$ cat src/rtl/i2s_sample_tx_if.sv
// Sample handshake between the oscillator/mixer stream and the I2S transmitter.
interface i2s_sample_tx_if;
    logic signed [16:0] sample;
    logic               sampleValid;
    logic               sampleReady;

    modport master (output sample, output sampleValid, input sampleReady);
    modport slave  (input sample, input sampleValid, output sampleReady);
endinterface

$ cat src/rtl/i2s_sample_tx.sv
// Purpose: serialise mono 17-bit samples as saturated 16-bit I2S (Philips) frames, L=R.
// Latency: a held sample is loaded at the next frame start (k=1 fall event), then sent MSB first.
// Backpressure: one-entry holding register; sampleReady is registered and means "empty".
module i2s_sample_tx #(
    parameter int BCLK_DIV  = 4,
    parameter int SLOT_BITS = 16
) (
    input  logic            clk,
    input  logic            rst,
    input  logic            en,
    i2s_sample_tx_if.slave  s_if,
    output logic            bclk,
    output logic            lrclk,
    output logic            sdata,
    output logic            underrun
);
    localparam int DW = $clog2(BCLK_DIV);
    localparam int KW = $clog2(2 * SLOT_BITS);
    localparam int PW = KW - 1;
    localparam logic [DW-1:0] DIV_LAST = DW'(BCLK_DIV - 1);

    logic [DW-1:0]        r_div;
    logic [KW-1:0]        r_k;
    logic                 r_bclk;
    logic                 r_lrclk;
    logic                 r_sdata;
    logic                 r_underrun;
    logic                 r_ready;
    logic signed [16:0]   r_hold;
    logic [15:0]          r_frame;

    logic                 w_term;
    logic                 w_fall;
    logic                 w_load;
    logic                 w_xfer;
    logic [KW-1:0]        w_k_next;
    logic [15:0]          w_frame_next;
    logic [SLOT_BITS-1:0] w_slot;
    logic [PW-1:0]        w_pos;
    logic                 w_sd;

    function automatic logic [15:0] sat16(input logic signed [16:0] v);
        if (!v[16] && v[15]) begin
            return 16'h7FFF;
        end else if (v[16] && !v[15]) begin
            return 16'h8000;
        end else begin
            return v[15:0];
        end
    endfunction

    // Bit position within the slot is (k_new-1), which is simply the old k.
    always_comb begin
        w_term       = (r_div == DIV_LAST);
        w_fall       = en && w_term && r_bclk;
        w_k_next     = r_k + 1'b1;
        w_load       = w_fall && (w_k_next == KW'(1));
        w_xfer       = s_if.sampleValid && r_ready;
        w_frame_next = r_frame;
        if (w_load) begin
            w_frame_next = r_ready ? 16'h0000 : sat16(r_hold);
        end
        w_slot = SLOT_BITS'(w_frame_next) << (SLOT_BITS - 16);
        w_pos  = r_k[PW-1:0];
        w_sd   = w_slot[~w_pos];
    end

    always_ff @(posedge clk or negedge rst) begin
        if (!rst) begin
            r_div      <= '0;
            r_k        <= '1;
            r_bclk     <= 1'b0;
            r_lrclk    <= 1'b0;
            r_sdata    <= 1'b0;
            r_underrun <= 1'b0;
            r_ready    <= 1'b1;
            r_hold     <= '0;
            r_frame    <= '0;
        end else begin
            r_underrun <= w_load && r_ready;

            // A new transfer wins over the load's emptying, so the register stays full.
            if (w_xfer) begin
                r_hold  <= s_if.sample;
                r_ready <= 1'b0;
            end else if (w_load && !r_ready) begin
                r_ready <= 1'b1;
            end

            if (!en) begin
                r_div   <= '0;
                r_k     <= '1;
                r_bclk  <= 1'b0;
                r_lrclk <= 1'b0;
                r_sdata <= 1'b0;
                r_frame <= '0;
            end else begin
                if (w_term) begin
                    r_div  <= '0;
                    r_bclk <= ~r_bclk;
                end else begin
                    r_div <= r_div + 1'b1;
                end
                if (w_fall) begin
                    r_k     <= w_k_next;
                    r_lrclk <= w_k_next[KW-1];
                    r_sdata <= w_sd;
                    r_frame <= w_frame_next;
                end
            end
        end
    end

    assign s_if.sampleReady = r_ready;
    assign bclk             = r_bclk;
    assign lrclk            = r_lrclk;
    assign sdata            = r_sdata;
    assign underrun         = r_underrun;
endmodule
$ cat src/flat_wrapper.sv
// flat-port wrapper written by rule: the top's interface ports become plain ports
module i2s_sample_tx_flat 
#(
    parameter int BCLK_DIV  = 4,
    parameter int SLOT_BITS = 16
)
  (clk, rst, en, bclk, lrclk, sdata, underrun, s_if_sample, s_if_sampleValid, s_if_sampleReady);
  i2s_sample_tx_if s_if_i ();
  input  logic clk;
  input  logic rst;
  input  logic en;
  output logic bclk;
  output logic lrclk;
  output logic sdata;
  output logic underrun;
  input wire logic [$bits(s_if_i.sample)-1:0] s_if_sample;
  input wire logic [$bits(s_if_i.sampleValid)-1:0] s_if_sampleValid;
  output wire logic [$bits(s_if_i.sampleReady)-1:0] s_if_sampleReady;
  assign s_if_i.sample = s_if_sample;
  assign s_if_i.sampleValid = s_if_sampleValid;
  assign s_if_sampleReady = s_if_i.sampleReady;
  i2s_sample_tx #(.BCLK_DIV(BCLK_DIV), .SLOT_BITS(SLOT_BITS)) u_core (.clk(clk), .rst(rst), .en(en), .s_if(s_if_i), .bclk(bclk), .lrclk(lrclk), .sdata(sdata), .underrun(underrun));
endmodule
$ cat config.mk
export PLATFORM = sky130hd
export DESIGN_NAME = i2s_sample_tx_flat
export DESIGN_NICKNAME = d
export VERILOG_FILES = /design/src/rtl/i2s_sample_tx_if.sv /design/src/rtl/i2s_sample_tx.sv /design/src/flat_wrapper.sv
export SDC_FILE = /design/constraint.sdc
export NUM_CORES = 1
export LEC_CHECK = 0
export CAP_MARGIN = 10
export CORE_MARGIN = 1.5
export CORE_UTILIZATION = 45
export CTS_CLUSTER_DIAMETER = 50
export DETAILED_ROUTE_END_ITERATION = 16
export PLACE_DENSITY = 0.68
export SETUP_SLACK_MARGIN = 0.02
export SKIP_LAST_GASP = 1
export SLEW_MARGIN = 20
export SYNTH_ARGS = -nofsm -noshare
export SYNTH_HDL_FRONTEND = slang
export SYNTH_SLANG_ARGS = --single-unit
export TNS_END_PERCENT = 20
$ cat constraint.sdc
create_clock -name clk -period 4.75 [get_ports clk]
set_input_delay 0.475 -clock clk [delete_from_list [all_inputs] [get_ports clk]]
set_output_delay 0.475 -clock clk [all_outputs]
set_load 0.01 [all_outputs]
* Word level (Yosys, flattened, before mapping)
Index checks and enable logic that the tools add are counted.
W data, S select, Z words.
** Cells by class
- $add $sub $neg :: 2
- Order comparisons :: 1
- Equality and inequality tests :: 4
- Mux-type cells :: 20
- Bitwise operators :: 2
- Reduce and logical (&&, ||, !) cells :: 12
** Operator list (count)
- $mux W16 :: 6
- $mux W5 :: 2
- $mux W1 :: 9
- $logic_and A1 B1 Y1 :: 8
- $add A5 B1 Y5 const B :: 1
- $eq A5 B1 Y1 const B :: 1
- $lt A4 B5 Y1 const B :: 1
- $bmux W1 S4 :: 1
- $mux W2 :: 2
- $ne A2 B1 Y1 const B :: 2
- $not A4 Y4 :: 1
- $logic_not A1 Y1 :: 3
- $add A2 B1 Y2 const B :: 1
- $eq A2 B2 Y1 const B :: 1
- $reduce_bool A2 Y1 :: 1
- $not A1 Y1 :: 1
** Storage, ports and cells
- Register bits after elaboration :: 45
- Output and inout bits :: 5

* Longest topological paths before layout
Gate-level depths: netlist of run 1.
- Word-level depth :: 10
- Depth in mapped cells :: 10
- Depth with buffers taken out :: 8

* Worst setup path before layout of run 1
No wires, ideal clock.
- Kind :: register -> register
- Start point :: register u_core.r_k[0]
- End point :: register u_core.r_sdata (netlist: u_core.sdata)
- Setup time :: 134 ps
- Arrival :: 2047 ps
- Path slack :: 2569 ps
- Cell stages (with the launch flop) :: 10
- Buffers on the path :: 1
- Period minus slack after synthesis :: 2181 ps
- Cells stage by stage :: dfstp_2 -> buf_6 -> inv_1 -> ha_1 -> and4_1 -> o211a_4 -> and4_2 -> a2111o_1 -> o2111ai_1 -> a32oi_1
** Between the ends
- Longest elaborated chain between the ends :: 8
- Elaborated cells between the ends (all ways) :: 9
- Those cells by class :: add/sub: 1; eq/ne: 1; mux: 5; bitwise: 1; reduce/logical: 1
** Ends and longest elaborated chain
- from (decl) :: line i2s_sample_tx.sv:23 : logic [KW-1:0] r_k;
- from (signal assigned) :: line i2s_sample_tx.sv:105 : r_k <= w_k_next;
- $add A5 B1 Y5 :: line i2s_sample_tx.sv:56 : w_k_next = r_k + 1'b1;
- $eq A5 B1 Y1 :: line i2s_sample_tx.sv:57 : w_load = w_fall && (w_k_next == KW'(1));
- $logic_and A1 B1 Y1 :: line i2s_sample_tx.sv:57
- $mux W16 :: line i2s_sample_tx.sv:60 : if (w_load) begin
- $bmux W1 S4 (*) :: line i2s_sample_tx.sv:65 : w_sd = w_slot[~w_pos];
- $mux W1 (implied by the code) (*) :: line i2s_sample_tx.sv:65
- $mux W1 (*) :: line i2s_sample_tx.sv:104 : if (w_fall) begin
- $mux W1 (*) :: line i2s_sample_tx.sv:90 : if (!en) begin
- to (signal assigned) :: line i2s_sample_tx.sv:107 : r_sdata <= w_sd;
- to (decl) :: line i2s_sample_tx.sv:26 : logic r_sdata;
Every way passes the cells marked *; elsewhere a longest branch is shown, timed or not. The select of a mux whose other input is x is not followed.
A chain may end at the register's enable or synchronous reset.

* Worst setup path in the final report of run 1
Ends and elaborated chain as after synthesis.

==> results of run 1 <==
-- cell type report --
| type | count | area [sq um] | share of cell area, % |
|---|---|---|---|
| Clock inverter | 1 | 7.51 | 0.265 |
| Sequential cell | 45 | 1130 | 40.1 |
| Timing Repair Buffer | 26 | 255 | 9.02 |
| Multi-Input combinational cell | 164 | 1250 | 44.3 |
| Inverter | 4 | 15.0 | 0.531 |
| Clock buffer | 7 | 76.3 | 2.70 |
| Tap cell | 70 | 87.6 | 3.09 |
-- flip-flops by register name (all words and copies together), names as in the netlist --
name	count
u_core.r_hold	17
u_core.r_frame	16
u_core.r_k	5
u_core.r_div	2
u_core.bclk	1
u_core.lrclk	1
u_core.s_if.sampleReady	1
u_core.sdata	1
u_core.underrun	1
-- cell usage in the layout, fill, tap and decap left out, drive strengths merged, types with 2 or more instances in the layout --
| master | instances |
|---|---|
| dfrtp | 39 |
| nand2 | 26 |
| clkdlybuf4s50 | 24 |
| mux2 | 19 |
| o21ai | 15 |
| nor2 | 13 |
| a21oi | 11 |
| a22o | 10 |
| mux2i | 8 |
| nor2b | 7 |
| clkbuf | 7 |
| dfstp | 6 |
| o21bai | 5 |
| o211ai | 5 |
| xnor2 | 5 |
| and2 | 5 |
| inv | 4 |
| nor3 | 3 |
| mux4 | 3 |
| ha | 3 |
| and4 | 3 |
| a31oi | 2 |
| nand4 | 2 |
| buf | 2 |
| and3 | 2 |
| xor2 | 2 |
-- power breakdown --
group | switching, uW | internal (uW) | total (uW)
logic | 38.9 | 45.9 | 84.8
registers | 20.7 | 398 | 419
clock network | 126 | 104 | 230
-- metal layers --
layer / vias up / track usage (%) / part of all wire [%]
met5: - / 0 / 0
met4: 0 / 6.00 / 1.0
met3: 6 / 4.24 / 4.4
met2: 39 / 26.9 / 47
met1: 818 / 25.0 / 48
li1: 863 / - / -
-- critical path, stage by stage (launching register included) --
cell and delay, ns:
dfstp_2 0.72, inv_1 0.20, ha_1 0.24, and4_1 0.23
o211a_4 0.17, and4_2 0.23, a2111o_1 0.38, o2111ai_1 0.09
a32oi_1 0.08
-- stage by stage --
stage	worst slack, ns	hold WS (ns)
CTS	2.30	0.387
floorplan	2.57	0.179
finish	2.29	0.172
global route	2.12	0.211
global placement	2.10	0.425
detailed placement	2.03	0.423
-- worst min-delay path by stage --
stage	slack, ns	cells past startpoint	to
6_report	0.17	1	u_core.r_div[0]
5_1_grt	0.21	1	u_core.r_frame[8]
3_5_place_dp	0.42	1	u_core.r_div[0]
2_1_floorplan	0.18	0	u_core.bclk
3_3_place_gp	0.42	1	u_core.r_div[0]
4_1_cts	0.39	1	u_core.r_div[0]
-- cell families (layout without fill, tap and decap cells) --
group | count (synthesis) | in the layout
AO/OA/AOI/OAI | 60 | 60
flip-flops | 45 | 45
multiplexers | 30 | 30
buffers and inverters | 20 | 38
XOR/XNOR | 7 | 7
adder cells (fa/ha/maj) | 3 | 3
AND/OR/NAND/NOR | 64 | 64
==> impl_metrics.csv, run 1 <==
group,metric,value,unit
critical_path,required,4.92,ns
floorplan,fp-row-count,26,
finish,nFillCells,472,
place,dpl.hpwl,3400,um
place,gp_congestion,0.901,
place,postPlaceCellArea,0.00274,sq mm
floorplan,die_area,0.00601,sq mm
critical_path,worst_setup_path_start_kind,"flop",
clock_network,clk_latency,0.29,ns
critical_path,rrSetupSlack,2.29,ns
yosys,synth_area_per_cell,10.9,sq um
routing,antenna_left,0,
yosys,synth_compound_area_share,17.3,%
critical_path,critPathCapture,"u_core.sdata",
clock_network,cts.sinks,45,
place,placed_cells,309,
run,maxCapViolCount,0,
yosys,syn-cell-area,0.00250,sq mm
yosys,synth.most_common_cell,"dfrtp_1",
yosys,syn_inst,229,
grt,grt-ovfl-total,0,
yosys,yosys.area.top_type_share,39.0,%
routing,vias,1726,
floorplan,num_io_pins,26,
place,numPortBuffers,25,
timing,slew_headroom,39.5,%
critical_path,worst_r2r_endpoint,"u_core.sdata",
grt,grt_pass1_vias,1737,
pwr,power-per-cell-area,259,mW/mm^2
critical_path,endpoint_kind,"flop",
clock_network,holdBufCountCts,0,
timing,grt_setup_unrepaired,"no",
timing,fmax,407,MHz
finish,stdcell_count,317,
grt,antenna_found_initial,0,
yosys,synth_top_family_by_area,"compound AO/OA/AOI/OAI gates",
yosys,synth_area_leaders,"dfrtp_1 (39%), mux2_2 (8.6%), dfstp_2 (6.3%), nand2_1 (3.8%), a22o_1 (3.5%)",
timing,setup_viol,0,
yosys,yosysTopAreaCell,"dfrtp_1",
floorplan,coreArea,0.00524,sq mm
grt,gr-usage-all-layers,17.8,%
yosys,synthSimpleGateAreaFrac,13.0,%
critical_path,r2r_start,"u_core.r_k[0]",
timing,fin_crit_sh,51.8,%
clock_network,h-tree-depth,2,
floorplan,dieWidth,77.5,um
clock_network,clockBufferDepth,2,
grt,grt_pass1_wl,8450,um
yosys,muxShareOfSynthArea,14.9,%
yosys,synth-adder-area-share,1.50,%
yosys,synth-edff-count,0,
floorplan,initial_utilization,47.7,%
critical_path,worstPathMaxFanout,12,
critical_path,reg2reg_depth,8,
clock_network,cts_tree,"yes",
yosys,synth_cell_types,48,
finish,insertedDiodeCount,0,
pwr,total_power,734,uW
routing,drt_first_pass_iters,4,
clock_network,cts_setup_buffers,0,
routing,drt_iter0_markers,113,
grt,grt_max_degree,46,
routing,viasPerCell,5.44,
yosys,synth_nets,253,
timing,max_slew.worst_pin.slew,0.908,ns
finish,layout-drive-gt1-share,18.2,%
timing,hold_viol_final,0,
yosys,synthXorXnorAreaFrac,3.50,%
finish,fin_util,54.0,%
finish,fin_nets,270,
routing,avgRoutedWirePerCell,15.2,um
min_path,hp-class,"input pin to asynchronous set/reset pin",
finish,fin_area,0.00283,sq mm
yosys,ys_top_cells_by_count,"dfrtp_1 (39), nand2_1 (25), mux2_2 (19)",
pwr,irDropWorstVdd,0.190,mV
routing,drt-total-wl,4810,um
clock_network,cts.reportedPaths.clkPinSlew,0.08,ns
finish,areaGrowthSynthToFinish,13.2,%
yosys,ys.warnings.count,0,
yosys,synthArstFlopShare,100,%
critical_path,cp.arrival,2.63,ns
timing,slew_viol_final,0,
pwr,p_leak,0.00129,uW
yosys,synthFlopType,"dfrtp_1",
critical_path,critPathLaunch,"u_core.r_k[0]",
clock_network,root_buffer,"clkbuf_8",
yosys,synth-seq-cells,45,
yosys,yosysSeqAreaShare,45.3,%
critical_path,critPathKind,"flop to flop",
floorplan,die_y,77.5,um
clock_network,cts_resized,0,
timing,tns,0,ns
timing,fin_skew,0.00867,ns
status,outcome,"complete, no violations",
timing,min_period,2.46,ns
routing,drcViolationCount,0,
clock_network,cts_buffers,5,
Power figures use the tool's default switching activity.
==> inputs of run 2 (changes only) <==
clock period = 2.35 ns   (was 4.75 ns; I/O delays follow)
==> run 2 against run 1 <==
Effect of this change:
- non-clock buffer count is 10 higher
- total power increased by 120%
- largest power group unchanged
- design area rose by 4.2%
- highest routed layer unchanged
- clock-buffer cell count unchanged
- routed wire length up 5.4%
- largest cell class unchanged
==> impl_metrics.csv, run 2 (synthesized netlist as in run 1, its figures left out) <==
group,metric,value,unit
clock_network,cts_tree,"yes",
grt,gr-usage-all-layers,18.9,%
grt,grt_pass1_wl,8910,um
routing,drt-total-wl,5070,um
finish,fin_nets,280,
timing,fin_skew,0.00570,ns
pwr,irDropWorstVdd,0.394,mV
floorplan,num_io_pins,26,
timing,min_period,2.23,ns
routing,drt_iter0_markers,108,
floorplan,fp-row-count,26,
timing,hold_viol_final,0,
clock_network,cts.sinks,45,
timing,slew_headroom,52.7,%
critical_path,worst_setup_path_start_kind,"flop",
clock_network,cts.reportedPaths.clkPinSlew,0.08,ns
timing,tns,0,ns
timing,grt_setup_unrepaired,"no",
timing,fmax,447,MHz
place,numPortBuffers,25,
floorplan,coreArea,0.00524,sq mm
grt,grt_max_degree,29,
finish,insertedDiodeCount,0,
clock_network,root_buffer,"clkbuf_8",
critical_path,required,2.56,ns
floorplan,dieWidth,77.5,um
routing,vias,1797,
timing,fin_crit_sh,95.1,%
status,outcome,"complete, no violations",
critical_path,worstPathMaxFanout,7,
clock_network,clockBufferDepth,2,
finish,final_cell_mix,"dfrtp_1 (39), nand2_1 (25), clkdlybuf4s50_1 (24)",
critical_path,critPathKind,"flop to flop",
timing,max_slew.worst_pin.slew,0.709,ns
run,maxCapViolCount,0,
place,gp_congestion,0.886,
critical_path,rrSetupSlack,0.12,ns
pwr,power-per-cell-area,551,mW/mm^2
finish,stdcell_count,327,
finish,largest_reg_flops,17,
routing,viasPerCell,5.50,
routing,drcViolationCount,0,
grt,grt_pass1_vias,1879,
place,placed_cells,318,
floorplan,die_y,77.5,um
floorplan,initial_utilization,47.7,%
min_path,hold_depth,1,
place,dpl.hpwl,3730,um
clock_network,h-tree-depth,2,
floorplan,die_area,0.00601,sq mm
min_path,hp-class,"flop to flop",
timing,setup_viol,0,
routing,antenna_left,0,
routing,drt_first_pass_iters,4,
grt,antenna_found_initial,0,
routing,avgRoutedWirePerCell,15.5,um
clock_network,clk_latency,0.29,ns
place,postPlaceCellArea,0.00281,sq mm
finish,layout_commonest_cell,"dfrtp_1",
clock_network,cts_buffers,5,
timing,slew_viol_final,0,
grt,grt-ovfl-total,0,
finish,layout-drive-gt1-share,21.4,%
finish,fin_area,0.00295,sq mm
finish,fin_util,56.3,%
finish,areaGrowthSynthToFinish,18.0,%
critical_path,reg2reg_depth,8,
critical_path,cp.arrival,2.45,ns
finish,regMostFlops,"u_core.r_hold",
pwr,p_leak,0.00135,uW
finish,largest_registers,"u_core.r_hold (17), u_core.r_frame (16), u_core.r_k (5)",
critical_path,endpoint_kind,"flop",
run 2: cell types whose count changed in the layout (fill, tap and decap cells not counted), sizes merged:
cell         change
buf              +9
dlygate4sd3      +1
bufinv           +1
clkinvlp         -1
run 2: critical path, stage by stage (launching register included):
cell,delay [ns]
dfstp_2,0.60
inv_1,0.08
ha_1,0.19
and4_1,0.22
o211ai_1,0.25
a211oi_1,0.12
a2111oi_2,0.41
nor3_1,0.08
a32oi_1,0.20
run 2: report_power, final:
group / total (uW) / switching (uW) / internal [uW]
Clock: 595 / 248 / 347
Sequential: 843 / 38.3 / 805
Combinational: 186 / 87.3 / 99.1
Total: 1620 / 374 / 1250
run 2: per-layer routing:
metal	part of all wire, %	GRT usage [%]	vias up
li1	-	-	877
met1	47	24.8	871
met2	48	31.5	41
met3	3.3	3.88	8
met4	1.3	6.00	0
met5	0	0	-
run 2: layout make-up:
class                      count  area (sq um)
timing repair buffer          36           330
multi-input combinational    164          1270
tap                           70          87.6
inverter                       4          15.0
fill                         454          2290
sequential                    45          1130
clock inverter                 1          30.0
clock buffer                   7          86.3
run 2: final timing paths:
kind | start | endpoint
hold reg to reg | u_core.r_div[0] | u_core.r_div[0]
setup / recovery | u_core.r_k[0] | u_core.sdata
hold / removal | u_core.r_div[0] | u_core.r_div[0]
min in group asynchronous | rst | u_core.r_div[0]
setup reg to reg | u_core.r_k[0] | u_core.sdata
max in group asynchronous | rst | u_core.r_hold[15]
run 2: what timing repair did:
| action | in CTS | in global routing |
|---|---|---|
| buffers inserted | 0 | 0 |
| hold buffers | 1 | 0 |
| gates resized for setup | 0 | 1 |
| hold endpoints to repair | 20 | 0 |
| endpoints found under the setup margin | 0 | 1 |
run 2: per-stage QoR:
step | hold slack, ns | worst slack, ns | total power [uW]
after floorplan | -0.0606 | 0.169 | 957
after global placement | 0.278 | 0.209 | 1040
after detailed placement | 0.298 | 0.139 | 1040
after CTS | 0.445 | 0.116 | 1640
after global routing | 0.456 | 0.0331 | 1710
final | 0.439 | 0.115 | 1620
